==> config.mk <==
export PLATFORM = sky130hd
export DESIGN_NAME = stdrain
export DESIGN_NICKNAME = d
export VERILOG_FILES = /design/src/rtl/stdrain_pkg.sv /design/src/rtl/stdrain_ram.sv /design/src/rtl/stdrain.sv
export SDC_FILE = /design/constraint.sdc
export NUM_CORES = 1
export LEC_CHECK = 0
export CORE_ASPECT_RATIO = 1.25
export CORE_MARGIN = 1
export CORE_UTILIZATION = 50
export DETAILED_ROUTE_END_ITERATION = 8
export GPL_TIMING_DRIVEN = 0
export PLACE_DENSITY = 0.75
export SLEW_MARGIN = 25
export SYNTH_ARGS = -nofsm -noshare
export SYNTH_HDL_FRONTEND = slang
export SYNTH_SLANG_ARGS = --single-unit
==> constraint.sdc <==
create_clock -name sys_clk -period 2.8 [get_ports sys_clk]
set_input_delay 0.56 -clock sys_clk [delete_from_list [all_inputs] [get_ports sys_clk]]
set_output_delay 0.56 -clock sys_clk [all_outputs]
set_load 0.02 [all_outputs]
==> src/rtl/stdrain_pkg.sv <==
// Shared constants and helpers for the stdrain read-side drain buffer.
package stdrain_pkg;

    localparam int DEFAULT_WIDTH = 16;
    localparam int DEFAULT_DEPTH = 4;
    localparam int OVF_CNT_W     = 8;

    // Smallest w with 2**w >= depth; depth is a power of two >= 2.
    function automatic int ptr_width(input int depth);
        int w;
        w = 0;
        while ((1 << w) < depth) begin
            w = w + 1;
        end
        return w;
    endfunction

endpackage

==> src/rtl/stdrain_ram.sv <==
// DEPTH x WIDTH register file: one synchronous write port, one asynchronous read port.
module stdrain_ram
    import stdrain_pkg::*;
#(
    parameter int WIDTH = DEFAULT_WIDTH,
    parameter int DEPTH = DEFAULT_DEPTH,
    localparam int AW = ptr_width(DEPTH)
) (
    input  logic             sys_clk,
    input  logic             we,
    input  logic [AW-1:0]    waddr,
    input  logic [WIDTH-1:0] wdata,
    input  logic [AW-1:0]    raddr,
    output logic [WIDTH-1:0] rdata
);

    logic [WIDTH-1:0] mem [DEPTH];

    // Contents are never reset; the pointer and count logic decides what is valid.
    always_ff @(posedge sys_clk) begin
        if (we) begin
            mem[waddr] <= wdata;
        end
    end

    assign rdata = mem[raddr];

endmodule

==> src/rtl/stdrain.sv <==
// stdrain: buffers strobed producer words and presents them one at a time, held until acknowledged.
// Build option STDRAIN_OVF_EN adds a sticky ovf flag and a saturating ovf_cnt of dropped words.
module stdrain
    import stdrain_pkg::*;
#(
    parameter int WIDTH = DEFAULT_WIDTH,
    parameter int DEPTH = DEFAULT_DEPTH,
    localparam int AW = ptr_width(DEPTH)
) (
    input  logic                 sys_clk,
    input  logic                 resetl,
    input  logic                 wr_en,
    input  logic [WIDTH-1:0]     wr_d,
    output logic                 full,
    output logic [WIDTH-1:0]     dout,
    output logic                 dout_vld,
    input  logic                 rd_ack,
    output logic [AW+1:0]        level
`ifdef STDRAIN_OVF_EN
    ,
    output logic                 ovf,
    output logic [OVF_CNT_W-1:0] ovf_cnt
`endif
);

    localparam logic [AW:0] CNT_MAX = (AW+1)'(DEPTH);

    logic [AW-1:0]    wr_ptr;
    logic [AW-1:0]    rd_ptr;
    logic [AW:0]      cnt;
    logic [WIDTH-1:0] ram_rdata;

    logic             free;
    logic             pop;
    logic             bypass;
    logic             push;
    logic [AW:0]      cnt_next;
    logic             vld_next;
    logic [WIDTH-1:0] dout_next;
    logic [AW+1:0]    level_next;
`ifdef STDRAIN_OVF_EN
    logic             drop;
`endif

    stdrain_ram #(
        .WIDTH (WIDTH),
        .DEPTH (DEPTH)
    ) u_ram (
        .sys_clk (sys_clk),
        .we      (push),
        .waddr   (wr_ptr),
        .wdata   (wr_d),
        .raddr   (rd_ptr),
        .rdata   (ram_rdata)
    );

    // The output register is refilled when it is empty or being acknowledged; storage
    // has priority over the bypass so ordering stays strictly first-in first-out.
    always_comb begin
        free       = !dout_vld || rd_ack;
        pop        = free && (cnt != '0);
        bypass     = free && (cnt == '0) && wr_en;
        push       = wr_en && !bypass && ((cnt != CNT_MAX) || pop);
        cnt_next   = cnt + {{AW{1'b0}}, push} - {{AW{1'b0}}, pop};
        vld_next   = pop || bypass || !free;
        dout_next  = dout;
        if (pop) begin
            dout_next = ram_rdata;
        end else if (bypass) begin
            dout_next = wr_d;
        end
        level_next = {1'b0, cnt_next} + {{(AW+1){1'b0}}, vld_next};
`ifdef STDRAIN_OVF_EN
        drop       = wr_en && !bypass && !push;
`endif
    end

    // Pointers, occupancy and the held output word; full and level are registered views.
    always_ff @(posedge sys_clk or negedge resetl) begin
        if (!resetl) begin
            wr_ptr   <= '0;
            rd_ptr   <= '0;
            cnt      <= '0;
            dout     <= '0;
            dout_vld <= 1'b0;
            full     <= 1'b0;
            level    <= '0;
        end else begin
            if (push) begin
                wr_ptr <= wr_ptr + AW'(1);
            end
            if (pop) begin
                rd_ptr <= rd_ptr + AW'(1);
            end
            cnt      <= cnt_next;
            dout     <= dout_next;
            dout_vld <= vld_next;
            full     <= (cnt_next == CNT_MAX);
            level    <= level_next;
        end
    end

`ifdef STDRAIN_OVF_EN
    // Overflow history survives until reset; the drop counter stops at all-ones.
    always_ff @(posedge sys_clk or negedge resetl) begin
        if (!resetl) begin
            ovf     <= 1'b0;
            ovf_cnt <= '0;
        end else if (drop) begin
            ovf <= 1'b1;
            if (ovf_cnt != '1) begin
                ovf_cnt <= ovf_cnt + OVF_CNT_W'(1);
            end
        end
    end
`endif

endmodule

==> summary.txt <==
Setup path
  – CP Launch Point: cnt[1]
  – Crit start category: flip-flop
  – R2r setup slk: 0.11 ns
  – Worst EP arrival: 2.93 ns
  – WP data required: 3.04 ns
  – Worst R2R Start: cnt[1]
  – Worst Setup EP: level[3]
  – Worst Reg-to-Reg Cells: 12
  – Crit Path Max Fanout: 9
  – CP Class: flip-flop to flip-flop
  – Critical Path Sink Type: flip-flop
  – Reg-to-Reg End: level[3]

Final layout
  – Fin area: 0.00464 sq mm
  – Non-filler instance count after layout: 382
  – Layout cells sized above 1: 0.248
  – Area of the multi-input gates: 0.00106 sq mm
  – FILL cells: 552
  – Storage element area: 0.00265 sq mm
  – Area delta synth->final: 22.4%
  – Nets: 314
  – Antenna cells: 0

Flow run
  – Max_cap viols: 0

Power
  – Total power: 0.00508 W
  – Pwr per Cell Area: 1100 mW/mm^2
  – Max VDD drop: 555 uV
  – Leakage: 1.66 nW

Die
  – Die area: 0.00793 sq mm
  – CORE AREA: 0.00736 sq mm
  – Die W: 79.8 um
  – I/O pin cnt: 42
  – Row cnt: 35
  – Initial Utilization: 0.515
  – Die height: 99.3 um

Synth
  – Netlist cell types: 26
  – Syn nets: 250
  – Mapped Area: 0.00379 sq mm
  – Number of synthesized register bits: 93
  – Post-synth top area share: 0.508
  – Mapped Cells: 221
  – Synth area leaders: edfxtp_1 51%, dfrtp_1 19%, mux4_2 9.5%
  – Register area share after synthesis: 0.699
  – Yosys Warn Count: 0
  – Mean post-synth cell area: 17.1 sq um
  – Area leader, netlist: edfxtp_1

STA
  – Slew Limit Fails: 0
  – Fin Hold WS: 0.0273 ns
  – Tmin final: 2.69 ns
  – Final Setup Violations: 0
  – Clock Skews: 0.00873 ns
  – Worst-Margin Slew: 0.916 ns
  – Period utilisation layout: 0.961
  – Fmax: 371 MHz
  – Hold Fails Final Rpt: 0
  – TNS Setup: 0 ns
  – Relative slew slack: 0.389

Global route
  – Number of global-route vias before repair: 2055
  – GRT Total Usage: 0.194
  – Initial antenna violation count: 0
  – Total gr overflow: 0
  – First-pass GRT wire length: 10900 um
  – Largest net degree at the start of global routing: 25

Detailed routing
  – Routed vias/inst: 5.32
  – DRC Markers: 0
  – Via count: 2031
  – Detail Route Antenna Nets: 0
  – Total iterations of the first detailed-routing run: 4
  – DR WL/cell: 18.7 um
  – Final WL: 7130 um
  – DRT iter0 DRCs: 92

Placement
  – DP HPWL: 4410 um
  – Inst Count DP: 355
  – IO buf count: 41
  – Placed Area: 0.00433 sq mm
  – Routability-driven placement congestion ratio: 0.774

Worst hold path
  – HP Class: input port to asynchronous set/reset pin

Clock tree
  – CTS tree: built
  – Htree depth: 3
  – Quantity of hold-fixing buffers added after cts: 0
  – CTS buffer count: 9
  – Worst-Skew Late Latency: 0.35 ns
  – CTS root buffer: clkbuf_8
  – Clock-pin slew on the worst setup and hold paths: 0.09 ns
  – Clock buffer depth: 2
  – Sink Count: 93

Outcome
  – Status: complete, no violations
-- sequential cells by signal, indices dropped and copies added (netlist names) --
name / count
level: 4
u_ram.mem: 64
rd_ptr: 2
dout_vld: 1
dout: 16
cnt: 3
wr_ptr: 2
full: 1
-- cell usage in the layout (no fill, tap or decap), types with 2 or more instances in the layout --
cell / count
nor2_1: 22
clkdlybuf4s50_1: 38
xnor2_1: 5
nor3_1: 33
clkinvlp_4: 3
clkbuf_1: 4
clkbuf_8: 9
ha_1: 7
dlymetal6s2s_1: 2
and2_1: 4
buf_4: 16
edfxtp_1: 64
inv_1: 7
buf_12: 2
mux4_2: 16
nor2_4: 10
dfrtp_1: 28
-- report_power, final --
group          total, W  switching [W]  internal, W
logic           0.00213        0.00107      0.00105
clock network  0.000864       0.000449     0.000415
registers       0.00209       0.000183      0.00190
-- cell type report --
class,count,share of cell area
Sequential cell,93,0.571
Multi-Input combinational cell,111,0.229
Timing Repair Buffer,54,0.112
Clock buffer,11,0.0283
Tap cell,92,0.0248
Buffer,8,0.0148
Clock inverter,5,0.0132
Inverter,8,0.00648
-- routing by layer --
layer,vias up,GRT usage,wire [um]
li1,943,-,-
met1,1027,0.245,2890
met2,55,0.330,3850
met3,6,0.0486,337
met4,0,0.0604,58
met5,-,0,0
-- logic make-up (layout without fill, tap and decap cells) --
kind of cell | after synthesis | after routing | synth area share
AOI/OAI and AO/OA | 3 | 3 | 0.0106
and+or+nand+nor | 75 | 75 | 0.115
muxes | 17 | 17 | 0.0982
xor gates and xnor gates | 7 | 7 | 0.0162
DFF | 93 | 93 | 0.699
adders and majority gates | 9 | 9 | 0.0317
buffers and inverters | 17 | 86 | 0.0291
-- critical path, cell delays in order (launching register included) --
cell	delay (ns)
dfrtp_2	0.43
or3_4	0.44
nand2_8	0.11
inv_1	0.06
ha_1	0.28
inv_1	0.06
ha_2	0.16
inv_2	0.04
fa_2	0.34
xor2_1	0.16
xnor2_1	0.23
inv_1	0.09
and3_4	0.19
-- cell usage after synthesis --
library cell	n
o21ai_4	1
buf_4	4
nor2_1	22
nand2_4	1
nand2_1	1
mux4_2	16
buf_6	2
nor3_1	33
and3_1	1
and2_1	4
ha_1	8
inv_1	8
nor2_4	10
nand2b_2	1
clkbuf_1	2
xor2_1	1
o31a_1	1
edfxtp_1	64
or3b_1	1
or3_4	1
buf_12	1
mux2_2	1
fa_1	1
dfrtp_1	29
xnor2_1	6
o21a_4	1
-- worst min path at each step --
stage | startpoint | end | depth (start not counted)
finish | resetl | dout[7] | 1
global route | resetl | dout[7] | 1
CTS | resetl | dout[7] | 1
detailed placement | resetl | dout[7] | 1
global placement | wr_ptr[1] | wr_ptr[1] | 1
floorplan | resetl | cnt[0] | 0
-- through the flow --
step / setup slack, ns / utilization
floorplan: 0.0144 / -
global placement: -0.550 / 0.587
detailed placement: -0.596 / 0.589
CTS: 0.0136 / 0.617
global route: -0.0388 / 0.630
finish: 0.108 / 0.630
-- timing repair --
action                                  CTS  global route
endpoints found under the setup margin    5             4
pin swaps                                 2             6
resized for setup                         0             8
gates cloned                              0             0
setup buffers                             2            10
Power figures use the tool's default switching activity.
